### config.mk
export PLATFORM = sky130hd
export DESIGN_NAME = tl_a_arbiter
export DESIGN_NICKNAME = d
export VERILOG_FILES = /design/src/rtl/tl_a_arbiter.sv
export SDC_FILE = /design/constraint.sdc
export NUM_CORES = 1
export LEC_CHECK = 0
export ABC_CLOCK_PERIOD_IN_PS = 8900
export CORE_AREA = 2 2 215 217
export DETAILED_ROUTE_END_ITERATION = 8
export DIE_AREA = 0 0 217 219
export GPL_ROUTABILITY_DRIVEN = 0
export HOLD_SLACK_MARGIN = 0.15
export PLACE_DENSITY_LB_ADDON = 0.15
export SYNTH_ARGS = -nofsm -noshare
export SYNTH_HDL_FRONTEND = slang
export SYNTH_SLANG_ARGS = --single-unit
### constraint.sdc
create_clock -name clock -period 8.9 [get_ports clock]
set_input_delay 1.78 -clock clock [delete_from_list [all_inputs] [get_ports clock]]
set_output_delay 1.78 -clock clock [all_outputs]
set_load 0.05 [all_outputs]
### src/rtl/tl_a_arbiter.sv
// TileLink A-channel arbiter: round-robin N:1 pass-through with burst lock.
// Ports:
//   clock, reset       rising-edge clock, synchronous active-high reset
//   in_valid/in_ready  per-requester A-channel handshake
//   in_opcode/param/size/source/address/data  packed per-requester fields
//   out_valid/out_ready and out_* fields       to downstream enqueue port
//   out_grant          index of the requester currently granted
//   size_err           sticky: a first beat with size > MAX_SIZE was accepted
module tl_a_arbiter #(
    parameter int N          = 4,
    parameter int BEAT_SHIFT = 3,
    parameter int MAX_SIZE   = 6
) (
    input  logic              clock,
    input  logic              reset,
    input  logic [N-1:0]      in_valid,
    output logic [N-1:0]      in_ready,
    input  logic [3*N-1:0]    in_opcode,
    input  logic [3*N-1:0]    in_param,
    input  logic [4*N-1:0]    in_size,
    input  logic [2*N-1:0]    in_source,
    input  logic [32*N-1:0]   in_address,
    input  logic [64*N-1:0]   in_data,
    output logic              out_valid,
    input  logic              out_ready,
    output logic [2:0]        out_opcode,
    output logic [2:0]        out_param,
    output logic [3:0]        out_size,
    output logic [3:0]        out_source,
    output logic [31:0]       out_address,
    output logic [63:0]       out_data,
    output logic [1:0]        out_grant,
    output logic              size_err
);

    localparam logic [1:0] IDLE  = 2'd0;
    localparam logic [1:0] HOLD  = 2'd1;
    localparam logic [1:0] BURST = 2'd2;

    logic [1:0] state_q, state_d;
    logic [1:0] rr_q, rr_d;
    logic [2:0] cnt_q, cnt_d;
    logic [1:0] grant_q, grant_d;
    logic       size_err_q, size_err_d;

    logic [1:0] sel;
    logic       found;
    logic [2:0] idx;
    logic [1:0] grant;
    logic [1:0] g_source;
    logic       fire;
    logic [3:0] size_clip;
    logic [3:0] shamt;
    logic [4:0] beats;
    logic [2:0] cnt_init;
    logic       multi;
    logic [1:0] rr_next;

    // Rotating priority search starting at rr, wrapping modulo N.
    always_comb begin
        sel   = rr_q;
        found = 1'b0;
        idx   = '0;
        for (int k = 0; k < N; k++) begin
            idx = {1'b0, rr_q} + 3'(k);
            if (idx >= 3'(N)) idx = idx - 3'(N);
            for (int i = 0; i < N; i++) begin
                if (!found && idx == 3'(i) && in_valid[i]) begin
                    sel   = 2'(i);
                    found = 1'b1;
                end
            end
        end
    end

    assign grant = (state_q == IDLE) ? sel : grant_q;

    always_comb begin
        out_valid   = 1'b0;
        out_opcode  = '0;
        out_param   = '0;
        out_size    = '0;
        g_source    = '0;
        out_address = '0;
        out_data    = '0;
        for (int i = 0; i < N; i++) begin
            if (grant == 2'(i)) begin
                out_valid   = in_valid[i];
                out_opcode  = in_opcode[3*i +: 3];
                out_param   = in_param[3*i +: 3];
                out_size    = in_size[4*i +: 4];
                g_source    = in_source[2*i +: 2];
                out_address = in_address[32*i +: 32];
                out_data    = in_data[64*i +: 64];
            end
        end
    end

    // Locked (non-IDLE) states hand ready to the owner even while it idles.
    always_comb begin
        in_ready = '0;
        for (int i = 0; i < N; i++) begin
            in_ready[i] = out_ready && (grant == 2'(i)) &&
                          ((state_q != IDLE) || in_valid[i]);
        end
    end

    assign out_source = {grant, g_source};
    assign out_grant  = grant;
    assign size_err   = size_err_q;
    assign fire       = out_valid && out_ready;

    // Beat count of the message offered on its first beat.
    assign size_clip = (out_size > 4'(MAX_SIZE)) ? 4'(MAX_SIZE) : out_size;
    assign multi     = (out_opcode == 3'd0 || out_opcode == 3'd1) &&
                       (size_clip > 4'(BEAT_SHIFT));
    assign shamt     = size_clip - 4'(BEAT_SHIFT);
    assign beats     = 5'd1 << shamt;
    assign cnt_init  = 3'(beats - 5'd2);
    assign rr_next   = (grant == 2'(N-1)) ? 2'd0 : grant + 2'd1;

    always_comb begin
        state_d    = state_q;
        rr_d       = rr_q;
        cnt_d      = cnt_q;
        grant_d    = grant_q;
        size_err_d = size_err_q;
        case (state_q)
            IDLE, HOLD: begin
                if (fire) begin
                    grant_d    = grant;
                    size_err_d = size_err_q || (out_size > 4'(MAX_SIZE));
                    if (multi) begin
                        state_d = BURST;
                        cnt_d   = cnt_init;
                    end else begin
                        state_d = IDLE;
                        rr_d    = rr_next;
                    end
                end else if (out_valid) begin
                    state_d = HOLD;
                    grant_d = grant;
                end
            end
            BURST: begin
                if (fire) begin
                    if (cnt_q == 3'd0) begin
                        state_d = IDLE;
                        rr_d    = rr_next;
                    end else begin
                        cnt_d = cnt_q - 3'd1;
                    end
                end
            end
            default: state_d = IDLE;
        endcase
    end

    always_ff @(posedge clock) begin
        if (reset) begin
            state_q    <= IDLE;
            rr_q       <= '0;
            cnt_q      <= '0;
            grant_q    <= '0;
            size_err_q <= 1'b0;
        end else begin
            state_q    <= state_d;
            rr_q       <= rr_d;
            cnt_q      <= cnt_d;
            grant_q    <= grant_d;
            size_err_q <= size_err_d;
        end
    end

endmodule

==> results.py, run 1 <==
metrics = {
    "global_route": {
        "grt_pass1_vias": 7748,
        "antenna_found_initial": 6,
        "grt_overflow_total": 0,
        "track_usage_pct": 13.5,
        "grt_pass1_wl_um": 49200,
        "grt_max_degree": 73,
    },
    "setup_path": {
        "critical_path.max_stage_delay_ns": 0.90,
        "worstSetupEndpointType": "output pin",
        "crit_top_cell": "a21oi_1",
        "cp-start-kind": "input pin",
        "cp_slowest_cell": "clkdlybuf4s50_1",
        "cp_num_buf_inv": 3,
        "regToRegSetupSlack_ns": 4.16,
        "crit_family": "buffers and inverters",
        "crit_chain": "clkdlybuf4s50_1, nor2b_1, nor3_1, a21oi_1, o41ai_2, ha_4, buf_12, a21oi_1, nor2_1, a21oi_1, o21ai_0, clkdlybuf4s50_1",
        "path_max_fanout": 47,
        "worst_ep_arrival_time_ns": 5.96,
        "setup.worst_path.class": "in2out",
        "critPathRequiredTime_ns": 7.12,
    },
    "timing": {
        "fin_crit_sh_pct": 87.0,
        "final-hold-violation-count": 0,
        "finalMaxSlewViolations": 0,
        "grt_setup_unrepaired": "false",
        "max_clock_freq_mhz": 129,
        "tns_ns": 0,
        "slew-limit-headroom_pct": 40.0,
        "setup_violations": 0,
        "setup_slack_ns": 1.16,
        "tightestPinTransition_ns": 0.891,
        "finalCriticalPeriod_ns": 7.74,
        "finalClockSkew_ns": 0.00382,
    },
    "clock_tree": {
        "post_cts_buffers": 0,
        "holdBufCountCts": 0,
        "numCtsBuffers": 3,
        "clkTransAtPathRegs_ns": 0.04,
        "cts-root-buf": "clkbuf_16",
        "htreeDepth": 1,
        "cts_tree": "built",
        "post_cts_resize_count": 0,
        "worstSkewPairLatency_ns": 0.24,
        "cts_sinks": 10,
        "cts_buffer_depth": 2,
    },
    "routing": {
        "routed_wl_um": 34700,
        "via_count": 7937,
        "initialDrtViolationCount": 357,
        "via_per_inst": 3.90,
        "remaining_drc_errors": 0,
        "postRouteAntennaNets": 0,
        "wl_per_cell_um": 17.1,
        "detail_route.first_pass.iterations": 5,
    },
    "power": {
        "peakVddDrop_mv": 0.271,
        "power_uw": 5270,
        "leakage_uw": 0.00401,
        "powerDensity_nw_per_um2": 486,
    },
    "logic_synthesis": {
        "yosysSeqAreaShare_pct": 4.46,
        "synth_warnings": 0,
        "synth_fp_nets": 1385,
        "synthCells": 939,
        "synth_top_area_share_pct": 23.1,
        "synthTopCellsByArea": "a21oi_1 23%, nor2_1 18%, nand2_1 18%, o21ai_0 12%, clkbuf_1 5.6%",
        "synth-seq-cells": 10,
        "async_flop_share_pct": 0,
        "synth_edf_count": 0,
        "yosysMostFrequentCell": "nor2_1",
        "syn_area_per_cell_um2": 4.78,
        "yosys-top-cells-count": "212 x nor2_1, 211 x nand2_1, 207 x a21oi_1",
        "yosysTopAreaCell": "a21oi_1",
        "ys_types": 48,
        "ys.flop_type": "dfxtp_1",
        "syn_area_um2": 4480,
    },
    "floorplan": {
        "start_util_pct": 9.95,
        "io_pins": 557,
        "die_h_um": 219,
        "num_rows": 78,
        "die-area_um2": 47500,
        "core_area_um2": 45100,
        "die-width_um": 217,
    },
    "placed_design": {
        "portBuffers": 556,
        "hpwl_um": 28900,
        "pre_cts_ws_ns": 1.05,
    },
    "cells_and_area": {
        "fin_nets": 1878,
        "final_util_pct": 24.0,
        "syn_to_final_growth_pct": 142,
        "drive_gt1_share_pct": 2.66,
    },
    "run_status": {
        "outcome": "completed",
    },
    "min_path": {
        "hp-class": "reg2reg",
    },
    "run": {
        "maxCapViolations": 0,
    },
}
-- path summary, 6_finish.rpt --
path | end | cells after the start | startpoint
min | size_err$_SDFFE_PP0P_ | 2 | size_err$_SDFFE_PP0P_
max reg2reg | cnt_q[0]$_SDFFE_PP0P_ | 16 | rr_q[0]$_SDFFE_PP0P_
min reg2reg | size_err$_SDFFE_PP0P_ | 2 | size_err$_SDFFE_PP0P_
max | out_source[0] | 12 | in_valid[0]
-- state kept, by name, indices dropped and copies added, names as in the netlist --
register	flops
size_err	1
grant_q	2
state_q	2
rr_q	2
cnt_q	3
-- cell type report --
class | instances | area [um^2]
multi-input combinational | 827 | 3950
antenna | 3 | 7.51
timing repair buffer | 576 | 5800
tap | 600 | 751
fill | 5128 | 34300
inverter | 14 | 53.8
clock buffer | 3 | 75.1
sequential | 10 | 200
-- layer usage --
metal	global-route usage (%)	up-vias	wire length, um	share of wire (%)
met5	0	-	34	0.098
met4	1.76	6	375	1.1
met3	3.45	24	2640	7.6
met2	24.9	289	17400	50
met1	16.0	3452	14300	41
li1	-	4166	-	-
-- metrics by stage --
stage	hold WS [ns]	instance area, um^2	instances
global placement	0.462	10800	2027
finish	0.473	10800	2033
detailed placement	0.474	10800	2027
floorplan	0.461	4480	939
CTS	0.484	10800	2030
global route	0.506	10800	2033
-- cell families after synthesis --
| group | share of synthesized area [%] |
|---|---|
| simple gates | 41.6 |
| buf+inv | 9.01 |
| flops | 4.46 |
| compound gates | 42.2 |
| mux | 0.698 |
| fa+ha+maj | 1.95 |
-- power by group --
group | internal, uW | leakage (uW) | switching [uW] | total, uW
logic | 1680 | 0.00389 | 3420 | 5110
registers | 61.5 | 0.0000816 | 21.9 | 83.3
clock network | 58.3 | 0.0000370 | 20.7 | 79.0
total | 1800 | 0.00401 | 3470 | 5270
-- cell usage in the layout, fill, tap and decap left out, drive strengths merged, types with 2 or more instances in the layout --
master | netlist | layout
a22oi | 4 | 4
nand2 | 211 | 211
o41ai | 3 | 3
nor3b | 5 | 5
nand3 | 2 | 2
or2 | 2 | 2
a21oi | 208 | 208
diode | 0 | 3
nor2 | 212 | 212
a211o | 2 | 2
clkdlybuf4s50 | 0 | 556
o311a | 3 | 3
ha | 7 | 7
nand3b | 4 | 4
a2111oi | 3 | 3
nor2b | 11 | 11
buf | 21 | 20
mux2i | 2 | 2
o21bai | 2 | 2
a211oi | 7 | 7
dfxtp | 10 | 10
o21ai | 109 | 109
nor4 | 2 | 2
clkbuf | 67 | 3
inv | 13 | 13
nor3 | 5 | 5
nand2b | 6 | 6
-- worst register-to-register path, stage by stage (launching register included) --
cell and delay, ns:
dfxtp_1 0.41, nor2b_1 0.09, a21oi_1 0.16, a21oi_1 0.10, o41ai_2 0.72, inv_1 0.30, ha_4 0.38, buf_4 0.29
nor3b_1 0.17, a311o_1 0.38, clkinv_2 0.12, and2_1 0.14, nor2_1 0.05, ha_1 0.23, or4b_1 0.52, or4_1 0.45
a21oi_1 0.16
No activity file was read; power rests on OpenSTA's default activity.
==> run 2, diff against run 1 <==
Settings changed: ABC_AREA from default to 1, CORE_AREA 2 2 215 217 to 2 2 217 219, DIE_AREA 0 0 217 219 to 0 0 219 221.
==> run 2 against run 1 <==
Sequential share of layout area up 0.089 points. Register-to-register slack better by 0.09 ns. Highest routed layer unchanged. Clock skew down 0.0018 ns. Final area down 4.6%. Hold slack better by 0.025 ns. Largest cell class unchanged. Critical path type unchanged. Die area up 1.8%.
==> results.py, run 2 <==
metrics = {
    "run_status": {
        "outcome": "completed",
    },
    "logic_synthesis": {
        "ys.flop_type": "dfxtp_1",
        "ys_types": 34,
        "yosys-top-cells-count": "161 x nand2_1, 118 x nor2_1, 102 x a221oi_1, 102 x o31ai_1, 48 x clkbuf_1",
        "syn_area_per_cell_um2": 5.72,
        "yosysMostFrequentCell": "nand2_1",
        "synth_top_area_share_pct": 22.2,
        "synth-seq-cells": 10,
        "yosysTopAreaCell": "a221oi_1",
        "synth_edf_count": 0,
        "synthCells": 702,
        "synth_fp_nets": 1148,
        "synth_warnings": 0,
        "synthTopCellsByArea": "a221oi_1 22%, o31ai_1 19%, nand2_1 15%, nor2_1 11%, dfxtp_1 5.0%",
        "yosysSeqAreaShare_pct": 4.98,
        "syn_area_um2": 4020,
        "async_flop_share_pct": 0,
    },
    "setup_path": {
        "cp_slowest_cell": "clkdlybuf4s50_1",
        "setup.worst_path.class": "in2out",
        "critPathRequiredTime_ns": 7.12,
        "crit_chain": "clkdlybuf4s50_1, nand3_2, nand2_2, nor2_8, nand4_4, nor2_2, nand4_1, nor2_2, nand2_1, nand2_1, nand2_1, nand2_2, nand2_2, inv_2, ha_4, buf_12, a221oi_1, o31ai_1, clkdlybuf4s50_1",
        "path_max_fanout": 61,
        "cp-start-kind": "input pin",
        "critical_path.max_stage_delay_ns": 0.93,
        "worst_ep_arrival_time_ns": 6.16,
        "worstSetupEndpointType": "output pin",
    },
    "routing": {
        "detail_route.first_pass.iterations": 4,
        "routed_wl_um": 36000,
        "via_count": 7393,
        "initialDrtViolationCount": 319,
        "postRouteAntennaNets": 0,
        "wl_per_cell_um": 19.9,
        "via_per_inst": 4.08,
        "remaining_drc_errors": 0,
    },
    "cells_and_area": {
        "final_area_um2": 10300,
        "fin_nets": 1650,
        "drive_gt1_share_pct": 5.32,
        "largest_reg_flops": 3,
        "n_fill_cell": 5200,
        "multi_input_area_um2": 3390,
        "final_common_cell": "clkdlybuf4s50_1",
        "final_util_pct": 22.4,
        "top_register": "cnt_q",
        "final_cell_mix": "553 x clkdlybuf4s50_1, 161 x nand2_1, 118 x nor2_1, 102 x a221oi_1, 102 x o31ai_1",
        "regArea_um2": 200,
        "syn_to_final_growth_pct": 157,
    },
    "timing": {
        "finalClockSkew_ns": 0.00203,
        "final-hold-violation-count": 0,
        "finalMaxSlewViolations": 0,
        "max_clock_freq_mhz": 126,
        "tns_ns": 0,
        "tightestPinTransition_ns": 0.718,
        "slew-limit-headroom_pct": 52.1,
        "holdWs_ns": 0.498,
        "grt_setup_unrepaired": "false",
        "fin_crit_sh_pct": 89.2,
        "setup_violations": 0,
        "finalCriticalPeriod_ns": 7.94,
    },
    "clock_tree": {
        "cts_sinks": 10,
        "post_cts_buffers": 0,
        "htreeDepth": 1,
        "cts-root-buf": "clkbuf_16",
        "clkTransAtPathRegs_ns": 0.04,
        "numCtsBuffers": 3,
        "holdBufCountCts": 0,
        "cts_buffer_depth": 2,
        "post_cts_resize_count": 0,
        "worstSkewPairLatency_ns": 0.24,
        "cts_tree": "built",
    },
    "floorplan": {
        "core_area_um2": 46100,
        "io_pins": 557,
        "die-area_um2": 48400,
        "num_rows": 79,
        "start_util_pct": 8.72,
        "die_h_um": 221,
        "die-width_um": 219,
    },
    "global_route": {
        "antenna_found_initial": 4,
        "grt_pass1_vias": 7551,
        "grt_overflow_total": 0,
        "grt_max_degree": 77,
        "track_usage_pct": 13.8,
        "grt_pass1_wl_um": 50800,
    },
    "min_path": {
        "hp-class": "reg2reg",
    },
    "placed_design": {
        "dpl_cell_area_um2": 10200,
        "hpwl_um": 29600,
        "portBuffers": 556,
    },
    "run": {
        "maxCapViolations": 0,
    },
}
-- run 2: changes by cell type in the layout (fill, tap and decap cells not counted), sizes merged, moves of 14 or more --
cell    delta
nand2     -43
o31ai    +102
a221oi   +101
o21ai     -89
inv       +24
a21oi    -186
nand3     +14
nor2      -87
-- run 2: worst paths after layout --
check                                           start               endpoint  slack [ns]  depth (start not counted)
worst max-delay path                      in_valid[2]            out_data[4]        0.96                         19
worst min-delay path            size_err$_SDFFE_PP0P_  size_err$_SDFFE_PP0P_        0.50                          2
worst max register to register   rr_q[0]$_SDFFE_PP0P_  cnt_q[1]$_SDFFE_PP0P_        4.25                         33
worst min register to register  size_err$_SDFFE_PP0P_  size_err$_SDFFE_PP0P_        0.50                          2
-- run 2: worst max-delay path, delay by kind of cell --
kind / cells / cell delay (ns)
buffers and inverters: 4 / 2.04
AND/OR/NAND/NOR: 12 / 1.25
AO/OA/AOI/OAI: 2 / 0.51
adder cells (fa/ha/maj): 1 / 0.48
-- run 2: cell type report --
class	count	area share (%)
Clock buffer	4	0.859
Timing Repair Buffer	572	55.7
Sequential cell	10	1.94
Antenna cell	1	0.0242
Multi-Input combinational cell	580	32.8
Inverter	37	1.37
Tap cell	607	7.35
-- run 2: cell families (layout without fill, tap and decap cells) --
group | count (synthesis) | in the layout | share of synthesized area (%)
AO/OA/AOI/OAI | 252 | 252 | 48.2
AND/OR/NAND/NOR | 321 | 321 | 33.0
adder cells (fa/ha/maj) | 7 | 7 | 2.18
flip-flops | 10 | 10 | 4.98
other | 0 | 1 | 0
buffers and inverters | 112 | 613 | 11.7
-- run 2: layer usage --
layer / share of wire, % / GRT usage, % / wire, um / vias up
met5: 0.10 / 0 / 36 / -
met4: 0.76 / 1.22 / 274 / 6
met3: 8.0 / 3.27 / 2880 / 18
met2: 52 / 26.6 / 18800 / 319
met1: 39 / 15.7 / 14000 / 3448
li1: - / - / - / 3602
-- run 2: per-stage QoR --
stage	setup WS, ns	cells
final	0.962	1811
after global placement	0.941	1806
after detailed placement	0.878	1806
after global routing	0.560	1810
after floorplan	1.58	702
after CTS	0.866	1810
Power of run 2 is not shown: default switching activity piles up to over one toggle a cycle in this logic, so the estimate is an artifact.
==> run 3, diff against run 2 <==
Settings changed: CTS_CLUSTER_SIZE from default to 24.
==> results of run 3 <==
Same layout as run 2: the final DEF is identical, and so are final timing and power.
Power of run 3 is left out for the same reason.
